## src/rtl/wdt_window_timer.sv

```systemverilog
// Windowed watchdog: prescaled up-counter, early warning, fixed-width bite pulse.
// Define WDT_WINDOW_EN to reject kicks arriving while cnt < win_open.
module wdt_window_timer #(
  parameter int CNT_W     = 32,
  parameter int PRE_W     = 8,
  parameter int RST_PULSE = 16
) (
  input  logic             clk,
  input  logic             rst_n,
  input  logic             en,
  input  logic [PRE_W-1:0] prescale,
  input  logic [CNT_W-1:0] timeout,
  input  logic [CNT_W-1:0] warn_at,
  input  logic [CNT_W-1:0] win_open,
  input  logic             kick,
  output logic [CNT_W-1:0] cnt,
  output logic [1:0]       state,
  output logic             irq_warn,
  output logic             wdt_rst,
  output logic             bad_kick
);

  typedef enum logic [1:0] {
    ST_IDLE = 2'b00,
    ST_RUN  = 2'b01,
    ST_WARN = 2'b10,
    ST_BITE = 2'b11
  } state_t;

  localparam int PW =
    (RST_PULSE > 1) ? $clog2(RST_PULSE) : 1;
  localparam logic [PW-1:0] PULSE_LAST =
    PW'(RST_PULSE - 1);

  state_t           r_state;
  logic [CNT_W-1:0] r_cnt;
  logic [PRE_W-1:0] r_pre;
  logic [PW-1:0]    r_pulse;
  logic             r_irq;
  logic             r_rst;
  logic             r_bad;

  logic w_tick;
  logic w_expire;
  logic w_warn;
  logic w_early;

  assign w_tick   = (r_pre == prescale);
  assign w_expire = w_tick && (r_cnt >= timeout);
  assign w_warn   = (r_cnt >= warn_at);

`ifdef WDT_WINDOW_EN
  assign w_early = (win_open != '0) &&
                   (r_cnt < win_open);
`else
  logic w_unused_win;
  assign w_unused_win = ^win_open;
  assign w_early      = 1'b0;
`endif

  // Watchdog FSM with count, prescaler, pulse timer and registered flags.
  always_ff @(posedge clk or negedge rst_n) begin
    if (!rst_n) begin
      r_state <= ST_IDLE;
      r_cnt   <= '0;
      r_pre   <= '0;
      r_pulse <= '0;
      r_irq   <= 1'b0;
      r_rst   <= 1'b0;
      r_bad   <= 1'b0;
    end else begin
      r_bad <= 1'b0;
      unique case (r_state)
        ST_IDLE: begin
          r_cnt <= '0;
          r_pre <= '0;
          r_irq <= 1'b0;
          r_rst <= 1'b0;
          if (en) r_state <= ST_RUN;
        end
        ST_RUN, ST_WARN: begin
          if (!en) begin
            r_state <= ST_IDLE;
            r_cnt   <= '0;
            r_pre   <= '0;
            r_irq   <= 1'b0;
          end else if (kick && w_early) begin
            r_state <= ST_BITE;
            r_cnt   <= '0;
            r_pre   <= '0;
            r_irq   <= 1'b0;
            r_rst   <= 1'b1;
            r_pulse <= '0;
            r_bad   <= 1'b1;
          end else if (kick) begin
            r_state <= ST_RUN;
            r_cnt   <= '0;
            r_pre   <= '0;
            r_irq   <= 1'b0;
          end else if (w_expire) begin
            r_state <= ST_BITE;
            r_cnt   <= '0;
            r_pre   <= '0;
            r_irq   <= 1'b0;
            r_rst   <= 1'b1;
            r_pulse <= '0;
          end else begin
            if (w_tick) begin
              r_pre <= '0;
              r_cnt <= r_cnt + CNT_W'(1);
            end else begin
              r_pre <= r_pre + PRE_W'(1);
            end
            if (r_state == ST_WARN || w_warn) begin
              r_state <= ST_WARN;
              r_irq   <= 1'b1;
            end
          end
        end
        ST_BITE: begin
          r_cnt <= '0;
          r_pre <= '0;
          if (r_pulse == PULSE_LAST) begin
            r_rst   <= 1'b0;
            r_pulse <= '0;
            r_state <= en ? ST_RUN : ST_IDLE;
          end else begin
            r_pulse <= r_pulse + PW'(1);
          end
        end
        default: r_state <= ST_IDLE;
      endcase
    end
  end

  assign cnt      = r_cnt;
  assign state    = r_state;
  assign irq_warn = r_irq;
  assign wdt_rst  = r_rst;
  assign bad_kick = r_bad;

endmodule

```

## config.mk

```make
export PLATFORM = sky130hd
export DESIGN_NAME = wdt_window_timer
export DESIGN_NICKNAME = d
export VERILOG_FILES = /design/src/rtl/wdt_window_timer.sv
export SDC_FILE = /design/constraint.sdc
export NUM_CORES = 1
export LEC_CHECK = 0
export BUFFER_PORTS_ARGS = -buffer_cell sky130_fd_sc_hd__buf_2
export CORE_UTILIZATION = 51
export DETAILED_ROUTE_END_ITERATION = 16
export PLACE_DENSITY_LB_ADDON = 0.3
export SYNTH_ARGS = -nofsm -noshare
export SYNTH_HDL_FRONTEND = slang
export SYNTH_SLANG_ARGS = --single-unit
```

## constraint.sdc

```tcl
create_clock -name clk -period 2.75 [get_ports clk]
set_input_delay 0.4125 -clock clk [delete_from_list [all_inputs] [get_ports clk]]
set_output_delay 0.4125 -clock clk [all_outputs]
set_load 0.05 [all_outputs]
```

Word level (Yosys, flattened, before mapping)
Index checks and enable logic that the tools add are counted.
{"block": "totals", "n_memories": 0, "output_inout_bits": 37, "ramBits": 0, "inputBits": 108, "reg_bits": 48, "mem_bits_ro": 0, "latchBits": 0, "elab_cells": 67}
{"block": "classes", "magnitude_cmp": 2, "n_bitwise": 0, "n_shift": 0, "add_sub_neg": 3, "reduce_logical": 11, "muxes": 33, "eq_ne": 12, "n_mul": 0, "n_div": 0}
{"op": "32-bit two-way mux", "n": 4}
{"op": "32-bit >= comparator", "n": 2}
{"op": "32-bit one-hot mux with 2 select lines", "n": 1}
{"op": "32-bit by 1-bit adder with 32-bit output, second input constant", "n": 1}
{"op": "8-bit two-way mux", "n": 4}
{"op": "4-bit two-way mux", "n": 4}
{"op": "8-bit one-hot mux with 2 select lines", "n": 1}
{"op": "2-bit two-way mux", "n": 6}
{"op": "2-bit != test, second input constant", "n": 5}
{"op": "5-bit != test, second input constant", "n": 2}
{"op": "1-bit two-way mux", "n": 9}
{"op": "8-bit by 1-bit adder with 8-bit output, second input constant", "n": 1}
{"op": "8-bit equality test", "n": 1}
{"op": "4-bit one-hot mux with 2 select lines", "n": 1}
{"op": "4-bit AND reduction", "n": 2}
{"op": "2-bit one-hot mux with 3 select lines", "n": 1}
{"op": "4-bit by 1-bit adder with 4-bit output, second input constant", "n": 1}
{"op": "2-bit equality test, second input constant", "n": 2}
{"op": "4-bit equality test, second input constant", "n": 1}
{"op": "2-bit nonzero test", "n": 2}
{"op": "2-bit OR reduction", "n": 2}
{"op": "1-bit one-hot mux with 3 select lines", "n": 1}
{"op": "3-bit AND reduction", "n": 1}
{"op": "2-bit by 1-bit equality test with 1-bit output, second input constant", "n": 1}
{"op": "other kinds (5)", "n": 5}

Logic depth before layout (Yosys ltp)
Gate-level depths: netlist (run 1).
{"block": "logic_depth", "ltp_word": 7, "mapped_depth": 12, "ltp_nobuf": 9}

Worst setup path before layout (run 1)
Ideal clock, no wire load.
{"block": "synth_path", "kind": "register -> register", "start": "reg r_cnt[19], in the netlist cnt[19]", "end": "reg r_state[0], in the netlist state[0]", "path_stages_with_launch": 9, "period_less_slack_ps": 2806, "arrival_time_ps": 2685, "path_buffers": 0, "required_time_ps": 2628, "setup_time_ps": 122, "slack_ps": -56, "path_cell_list": "dfrtp_1 ha_1 a21oi_1 o21ai_1 a221o_1 a211oi_2 o221ai_2 or3_1 a32o_1"}
{"block": "synth_between", "elab_chain_cells": 6, "elab_cells_between_ends": 10, "classes_between": "order compare (2); eq/ne (1); mux (4); reduce/logical (3)"}
{"item": "start, declared", "line": "36", "text": "logic [CNT_W-1:0] r_cnt;"}
{"item": "start signal, assigned", "line": "110", "text": "r_cnt <= r_cnt + CNT_W'(1);"}
{"item": "32-bit >= comparator", "line": "49", "text": "assign w_expire = w_tick && (r_cnt >= timeout);"}
{"item": "1-bit logical AND", "line": "49"}
{"item": "2-bit two-way mux", "line": "100", "text": "end else if (w_expire) begin"}
{"item": "2-bit two-way mux", "line": "95", "text": "end else if (kick) begin"}
{"item": "2-bit two-way mux", "line": "82", "text": "if (!en) begin"}
{"item": "2-bit one-hot mux with 3 select lines", "line": "73", "text": "unique case (r_state)"}
{"item": "end signal, assigned", "line": "126", "text": "r_state <= en ? ST_RUN : ST_IDLE;"}
{"item": "end, declared", "line": "35", "text": "state_t r_state;"}
Parallel ways exist; a longest one is shown, timed or not.
A chain may end at the register's enable or synchronous reset.

Final worst setup path (run 1)
{"block": "layout_path", "start": "reg r_cnt[5], in the netlist cnt[5]", "end": "reg r_state[0], in the netlist state[0]"}
Same word-level chain as after synthesis.

==> impl_results.md, run 1 <==
- Mux contribution to synthesized area: 0.00239
- Worst Tran Pin Value: 623 ps
- Syn nets: 671
- Starting DRT DRC Count: 147
- DR WL/cell: 14.3 um
- Number of synthesized flops with an enable pin: 0
- Commonest cells post-synth: inv_1 (76), ha_1 (70), dfrtp_1 (48)
- Hold Buf Count CTS: 0
- Initial Util: 0.534
- Number of diodes: 0
- Cts bufs inserted: 5
- Synth Area in XOR/XNOR: 0.0752
- Fillers: 650
- Core area: 7850 um^2
- DR pass1 iterations: 4
- Simple-gate portion of the synthesized area: 0.197
- Global-route usage over all layers: 0.250
- Cell taking the most area after synthesis: dfrtp_1
- Worst Path Required: 2950 ps
- Remaining global-route overflow: 0
- Slew Viols, Final: 0
- CP startpoint kind: register
- CTS tree: done
- Largest family of logic cells by synthesized area: adder cells
- GPL Wtd Cong: 0.867
- Share of the synthesized area in the top cell type: 0.286
- Status: finished clean
- P_leak: 2.93 nW
- Syn avg cell area: 8.51 um^2
- Vias post-DR: 4,060
- Final setup vio count: 0
- Fmax: 0.370 GHz
- Worst setup EP type: register
- Worst slew margin: 0.585
- Cell count after synthesis: 493
- Max Buffers Root-to-Sink: 2
- Initial antenna violation count: 0
- Vias in the first global route: 3,875
- Synth area leaders: dfrtp_1 (29%), ha_1 (21%), inv_1 (6.8%)
- Hold Fails Final Rpt: 0
- Synthesized flop and latch total: 48
- DRC: 0
- Die H: 92.7 um
- Register area share after synthesis: 0.286
- Final #Nets: 823
- Most common cell in the netlist: inv_1
- Layout cells sized above 1: 0.284
- MaxCap Viol Count: 0
- Io pins: 145
- YS warnings: 0
- Global-route wire length before repair: 17.3 mm
- Total power: 1.71 mW
- Unique masters post-synth: 50
- Share of synthesized registers carrying an async set or reset: 1.00
- Clock Sinks: 48
- Minimum clock period: 2700 ps
- Crit Path Category: reg2reg
- Die Footprint: 8590 um^2
- Post-DP HPWL: 8.43 mm
- Cell area power density: 319 nW/um^2
- WHS: 197 ps
- Ys flop type: dfrtp_1
- H-tree depth: 2
- DRT antenna net count: 0
- Worst Path Max Fanout: 6
- CTS Root Cell: clkbuf_8
- Layout area overhead: 27.5%
- Final worst clock skew: 11.2 ps
- Synthesized area: 4190 um^2
- # port buffers: 111
- Hold Path Class: in2async
- Cell Rows: 32
- Final WL: 10.6 mm
- Crit path DAT: 2900 ps
- DR vias/cell: 5.44
- Maximum vdd ir drop: 0.202 mV
- Clock-pin slew on the worst setup and hold paths: 90 ps
- Clock insertion delay at the later pin of the skew report: 310 ps
- Die X: 92.7 um
- Post-synthesis compound-gate area fraction: 0.152
- Final period utilization: 0.983
- Pin count of the biggest net entering global routing: 49
- Adder-Cell Fraction of Synth Area: 0.209
-- critical path, stage by stage (launching register included) --
cell	delay (ps)
dfrtp_2	460
ha_1	310
a21oi_1	180
o21ai_0	130
a221o_1	420
nor3_2	270
o221ai_4	170
or3_1	400
a32o_1	250
-- cells by family after synthesis --
| family | count (synthesis) |
|---|---|
| xor gates and xnor gates | 36 |
| muxes | 1 |
| buffers and inverters | 85 |
| DFF | 48 |
| AOI/OAI and AO/OA | 95 |
| and+or+nand+nor | 157 |
| adders and majority gates | 70 |
| other | 1 |
-- flip-flops by register name (all words and copies together) (netlist names) --
signal	flops
irq_warn	1
r_pre	8
r_pulse	4
wdt_rst	1
state	2
cnt	32
-- final timing paths --
| check | from | endpoint | slack (ps) | cells past startpoint |
|---|---|---|---|---|
| min | rst_n | cnt[27] | 200 | 2 |
| min in group clk | wdt_rst | wdt_rst | 490 | 1 |
| max | cnt[5] | state[0] | 50 | 8 |
| max reg2reg | cnt[5] | state[0] | 50 | 8 |
| min reg2reg | wdt_rst | wdt_rst | 490 | 1 |
| max in group asynchronous | rst_n | cnt[5] | 2100 | 2 |
-- routing by layer --
layer	part of all wire	vias up	wire, um	GRT usage
li1	-	2032	-	-
met1	0.45	1884	4750	0.328
met2	0.48	124	5150	0.429
met3	0.047	20	500	0.0345
met4	0.023	0	246	0.0718
met5	0	-	0	0
-- area by class of cell --
type / instances / area, um^2 / area share
repair buffers: 154 / 878 / 0.164
multi-input cells: 360 / 2780 / 0.519
inverters: 76 / 285 / 0.0534
flip-flops and latches: 48 / 1210 / 0.226
clock buffers: 6 / 72.6 / 0.0136
well taps: 102 / 128 / 0.0239
-- repair_timing --
action,CTS,global route
resized for setup,2,15
setup endpoints to repair,3,19
pin swaps,0,9
buffers inserted,0,2
-- stage by stage --
stage	cells	setup TNS, ps	utilization	worst slack (ps)	cell area [um^2]
2_1_floorplan	493	0	-	0.769	4200
3_3_place_gp	738	-117	0.656	-47.4	5150
3_5_place_dp	738	-2130	0.656	-182	5150
4_1_cts	744	0	0.667	22.3	5230
5_1_grt	746	-72.5	0.681	-33.8	5350
6_report	746	0	0.681	47.1	5350
-- power breakdown --
| part | switching (mW) | internal, mW | total, mW |
|---|---|---|---|
| registers | 0.0295 | 0.730 | 0.760 |
| clock network | 0.238 | 0.170 | 0.409 |
| logic | 0.333 | 0.206 | 0.539 |
| total | 0.601 | 1.11 | 1.71 |
-- layout by cell type (no fill, tap or decap), types with 4 or more instances in the layout --
cell type,count
a211oi_1,4
a21o_1,10
a21oi_1,25
and3_1,7
and4_1,4
buf_2,111
buf_4,43
clkbuf_8,5
dfrtp_1,44
dfrtp_2,4
ha_1,67
inv_1,76
nand2_1,23
nand3_1,21
nand4_1,19
nor2_1,45
nor3_1,12
o211ai_1,4
o21ai_0,19
or3_1,10
xnor2_1,13
xor2_1,23
Power figures use the tool's default switching activity.
==> inputs of run 2 (changes only) <==
--- a/config.mk
+++ b/config.mk
@@ -5,7 +5,7 @@
 export SDC_FILE = /design/constraint.sdc
 export NUM_CORES = 1
 export LEC_CHECK = 0
-export BUFFER_PORTS_ARGS = -buffer_cell sky130_fd_sc_hd__buf_2
+export BUFFER_PORTS_ARGS = -buffer_cell sky130_fd_sc_hd__buf_4
 export CORE_UTILIZATION = 51
 export DETAILED_ROUTE_END_ITERATION = 16
 export PLACE_DENSITY_LB_ADDON = 0.3
==> run 2 against run 1 <==
Against the previous run:
- power increased by 4.2%
- largest cell class unchanged
- core utilization rose by 2.8 points
- largest power group unchanged
- final cell count up 0.13%
- combinational power increased by 5.2%
- sequential power hardly changed
- critical path depth up 1
- clock skew fell by 2.1 ps
- first-iteration DRC count rose by 20%
- sequential share of layout area fell by 0.90 points
- global-route usage increased by 1.3 points
- via count grew 2.0%
- routed wire length grew 4.0%
==> impl_results.md, run 2 (synthesis results as in run 1) <==
- DRT antenna net count: 0
- Remaining global-route overflow: 0
- GR Layer Usage met3: 0.0312
- FF/Latch Area: 1200 um^2
- Clock insertion delay at the later pin of the skew report: 310 ps
- Crit Path Category: reg2reg
- Final setup vio count: 0
- Layout cells sized above 1: 0.274
- Slowest CP cell: dfrtp_1
- Placed insts: 739
- Final #Nets: 822
- CP startpoint kind: register
- Cts bufs inserted: 5
- Non-filler cells, final: 747
- GPL Wtd Cong: 0.883
- CP cell instances: ha_1 > a21oi_1 > o21ai_0 > a221o_1 > o31ai_2 > a211oi_1 > buf_4 > or2_2 > a32o_1
- Worst r2r src: cnt[5]
- # port buffers: 111
- Core area: 7850 um^2
- Final WL: 11.1 mm
- Die H: 92.7 um
- Setup_tns: 0 ps
- Die Footprint: 8590 um^2
- Worst Tran Pin Value: 630 ps
- Hold Path Class: in2async
- Post CTS Setup Buffer Count: 0
- CTS tree: done
- DR WL/cell: 14.8 um
- Crit path DAT: 2890 ps
- DR vias/cell: 5.54
- P_sw: 610 uW
- Bufs and invs on worst path: 1
- Pin count of the biggest net entering global routing: 49
- Final period utilization: 0.976
- Area of the multi-input gates: 2700 um^2
- Fmax: 0.373 GHz
- Final core occ: 0.709
- Largest delay share family, worst path: compound AO/OA/AOI/OAI gates
- GR peak layer: met2
- Starting DRT DRC Count: 176
- WHS: 121 ps
- Minimum clock period: 2680 ps
- CP peak stage delay: 450 ps
- H-tree depth: 2
- Die X: 92.7 um
- Layout area overhead: 32.6%
- DR pass1 iterations: 4
- CTS Root Cell: clkbuf_8
- MaxCap Viol Count: 0
- Worst slew margin: 0.580
- Worst setup EP type: register
- Fillers: 649
- Worst Path Max Fanout: 5
- Clock share of power: 0.253
- Clock-pin slew on the worst setup and hold paths: 90 ps
- Number of diodes: 0
- Critical path startpoint: cnt[5]
- Setup WS pre-CTS: -102 ps
- Vias post-DR: 4,142
- Initial antenna violation count: 0
- Slew Viols, Final: 0
- RSZ-0062 raised after global routing: true
- P_leak: 3.00 nW
- DRC: 0
- Largest register FFs: 32
- Cell Rows: 32
- Global-route wire length before repair: 18.1 mm
- Hold Fails Final Rpt: 0
- Logic gate share of total power: 0.319
- Setup ws final: 67.2 ps
- Total power: 1.78 mW
- Initial Util: 0.534
- Clock Sinks: 48
- Cell area power density: 320 nW/um^2
- Io pins: 145
- Sw Ratio: 0.343
- Post-route cell area: 5560 um^2
- Maximum vdd ir drop: 0.268 mV
- Met2 usage: 0.465
- Sequential share of power: 0.428
- Worst Path Required: 2950 ps
- Status: finished clean
- Most frequent cells in the layout: buf_4 (153), inv_1 (76), ha_1 (70), nor2_1 (45), dfrtp_1 (45)
- Global-route usage over all layers: 0.263
- Max Buffers Root-to-Sink: 2
- Met1 Use GR: 0.331
- Placed cell area: 5430 um^2
- Internal power: 1.17 mW
- Vias in the first global route: 4,083
- Post-DP HPWL: 8.96 mm
- Commonest non-fill, non-tap cell in the layout: buf_4
- Final worst clock skew: 9.13 ps
==> run 2: changes by cell type in the layout (fill, tap and decap cells not counted), sizes merged <==
| cell | before | now |
|---|---|---|
| buf | 154 | 153 |
| clkinv | 0 | 2 |
==> run 2: power by group through the flow <==
| stage | Combinational, mW | Clock [mW] | Sequential [mW] |
|---|---|---|---|
| detailed placement | 0.566 | 0 | 0.776 |
| finish | 0.567 | 0.450 | 0.763 |
| CTS | 0.568 | 0.452 | 0.762 |
| floorplan | 0.296 | 0 | 0.820 |
| global placement | 0.549 | 0 | 0.774 |
| global route | 0.622 | 0.488 | 0.766 |
==> run 2: repair_timing <==
action	4_1_cts	5_1_grt
setup endpoints to repair	0	25
hold buffers	0	0
gates resized for setup	0	7
==> run 2: area by class of cell <==
| class | count | area share |
|---|---|---|
| Clock buffer | 6 | 0.0148 |
| Clock inverter | 2 | 0.00180 |
| Inverter | 76 | 0.0513 |
| Multi-Input combinational cell | 360 | 0.486 |
| Sequential cell | 48 | 0.217 |
| Tap cell | 102 | 0.0229 |
| Timing Repair Buffer | 153 | 0.206 |
==> run 2: path summary, 6_finish.rpt <==
| check | slack [ps] | depth (start not counted) | to |
|---|---|---|---|
| worst max register to register | 70 | 9 | r_pulse[3] |
| min in group clk | 500 | 1 | wdt_rst |
| worst max-delay path | 70 | 9 | r_pulse[3] |
| max in group asynchronous | 2180 | 1 | cnt[17] |
| worst min-delay path | 120 | 1 | cnt[27] |
| worst min register to register | 500 | 1 | wdt_rst |
==> run 2: metal layers <==
| metal | vias up | wire length, um | share of wire |
|---|---|---|---|
| li1 | 2025 | - | - |
| met1 | 1965 | 4890 | 0.44 |
| met2 | 131 | 5380 | 0.49 |
| met3 | 21 | 536 | 0.048 |
| met4 | 0 | 266 | 0.024 |
| met5 | - | 0 | 0 |
==> inputs of run 3 (changes only) <==
--- a/config.mk
+++ b/config.mk
@@ -8,6 +8,7 @@
 export BUFFER_PORTS_ARGS = -buffer_cell sky130_fd_sc_hd__buf_4
 export CORE_UTILIZATION = 51
 export DETAILED_ROUTE_END_ITERATION = 16
+export GPL_TIMING_DRIVEN = 0
 export PLACE_DENSITY_LB_ADDON = 0.3
 export SYNTH_ARGS = -nofsm -noshare
 export SYNTH_HDL_FRONTEND = slang
==> run 3 against run 2 <==
Against the previous run:
- fmax increased by 0.46%
- clock power about the same
- clock skew about the same
- sequential share of layout area increased by 0.32 points
- first-iteration DRC count decreased by 8.0%
- flip-flop and latch count unchanged
- register-to-register slack about the same
- via count decreased by 0.65%
- cell area increased by 0.29%
- largest cell class unchanged
==> impl_results.md, run 3 (synthesis results as in run 1) <==
- Post-DP HPWL: 8.31 mm
- Global-route wire length before repair: 17.6 mm
- Setup WS pre-CTS: -397 ps
- H-tree depth: 2
- Fillers: 619
- Crit path DAT: 2860 ps
- Worst Path Max Fanout: 8
- Clock-pin slew on the worst setup and hold paths: 90 ps
- Final worst clock skew: 9.55 ps
- DR WL/cell: 15.0 um
- Final core occ: 0.711
- Total power: 1.81 mW
- Die Footprint: 8590 um^2
- MaxCap Viol Count: 0
- Cts bufs inserted: 5
- Commonest non-fill, non-tap cell in the layout: buf_4
- Vias in the first global route: 3,994
- DRC: 0
- Largest register FFs: 32
- Global-route usage over all layers: 0.253
- Hold Path Class: in2async
- Worst Path Required: 2940 ps
- Vias post-DR: 4,115
- Io pins: 145
- Status: finished clean
- CTS Root Cell: clkbuf_8
- Layout area overhead: 33.0%
- Cell Rows: 32
- Die X: 92.7 um
- DR vias/cell: 5.57
- Number of diodes: 0
- Starting DRT DRC Count: 162
- Final period utilization: 0.971
- Core area: 7850 um^2
- Layout cells sized above 1: 0.297
- Cell area power density: 325 nW/um^2
- Fmax: 0.374 GHz
- Worst slew margin: 0.587
- # port buffers: 111
- DR pass1 iterations: 4
- CP startpoint kind: register
- Final WL: 11.1 mm
- Remaining global-route overflow: 0
- Pin count of the biggest net entering global routing: 49
- Final setup vio count: 0
- Hold Buf Count CTS: 0
- DRT antenna net count: 0
- Slew Viols, Final: 0
- Setup_tns: 0 ps
- Worst Tran Pin Value: 620 ps
- Initial Util: 0.534
- Most frequent cells in the layout: buf_4 (138), inv_1 (76), ha_1 (68), nor2_1 (45), dfrtp_1 (28)
- CTS tree: done
- Die H: 92.7 um
- Worst setup EP type: register
- Initial antenna violation count: 0
- Internal reg-to-reg setup slack: 80 ps
- Crit Path Category: reg2reg
- GPL Wtd Cong: 0.802
- Clock Sinks: 48
- Max Buffers Root-to-Sink: 2
- Minimum clock period: 2670 ps
- Hold Fails Final Rpt: 0
- P_leak: 2.93 nW
- Maximum vdd ir drop: 0.252 mV
- Clock insertion delay at the later pin of the skew report: 300 ps
- Final #Nets: 814
- Setup ws final: 79.6 ps
## run 3: cell types whose count changed in the layout (fill, tap and decap cells not counted), sizes merged
cell / delta
clkinv: -2
clkbuf: +4
buf: -12
clkinvlp: +2
## run 3: metrics by stage
stage	cells	hold WS [ps]	instance area (um^2)
after global placement	706	472	5160
after global routing	739	171	5580
after detailed placement	706	479	5160
after floorplan	493	117	4200
after CTS	722	145	5400
final	739	121	5580
## run 3: worst paths after layout
check,startpoint,end,depth (start not counted)
worst max-delay path,cnt[2],state[0],7
worst min-delay path,rst_n,cnt[28],1
worst max register to register,cnt[2],state[0],7
worst min register to register,wdt_rst,wdt_rst,1
max in group asynchronous,rst_n,cnt[29],1
min in group clk,wdt_rst,wdt_rst,1
## run 3: area by class of cell
class / instances / area, um^2 / area share
Clock buffer: 6 / 82.6 / 0.0148
Sequential cell: 48 / 1230 / 0.220
Inverter: 76 / 285 / 0.0511
Buffer: 7 / 36.3 / 0.00650
Multi-Input combinational cell: 360 / 2760 / 0.494
Clock inverter: 2 / 15.0 / 0.00269
Timing Repair Buffer: 138 / 1050 / 0.188
Tap cell: 102 / 128 / 0.0229
## run 3: repair_timing
action	in CTS	in global routing
resized for setup	18	16
setup buffers	9	18
setup endpoints to repair	39	36
pin swaps	4	9
endpoints found under the hold margin	0	0
## run 3: critical path, cell delays in order, from the launching register on
cell      delay (ps)
dfrtp_1          530
ha_1             310
and4_1           220
a311o_1          370
a211oi_4         320
o221ai_4         170
or3_1            390
a32o_1           240
## run 3: routing by layer
metal  vias up  track usage  routed length, um
met5         -            0                  0
met4         0       0.0821                267
met3        22       0.0312                611
met2       145        0.440               5380
met1      1936        0.327               4830
li1       2012            -                  -
## run 3: power breakdown
part	switching (mW)	total, mW	internal [mW]
registers	0.0319	0.762	0.730
clock network	0.245	0.449	0.204
logic	0.345	0.600	0.255
total	0.622	1.81	1.19
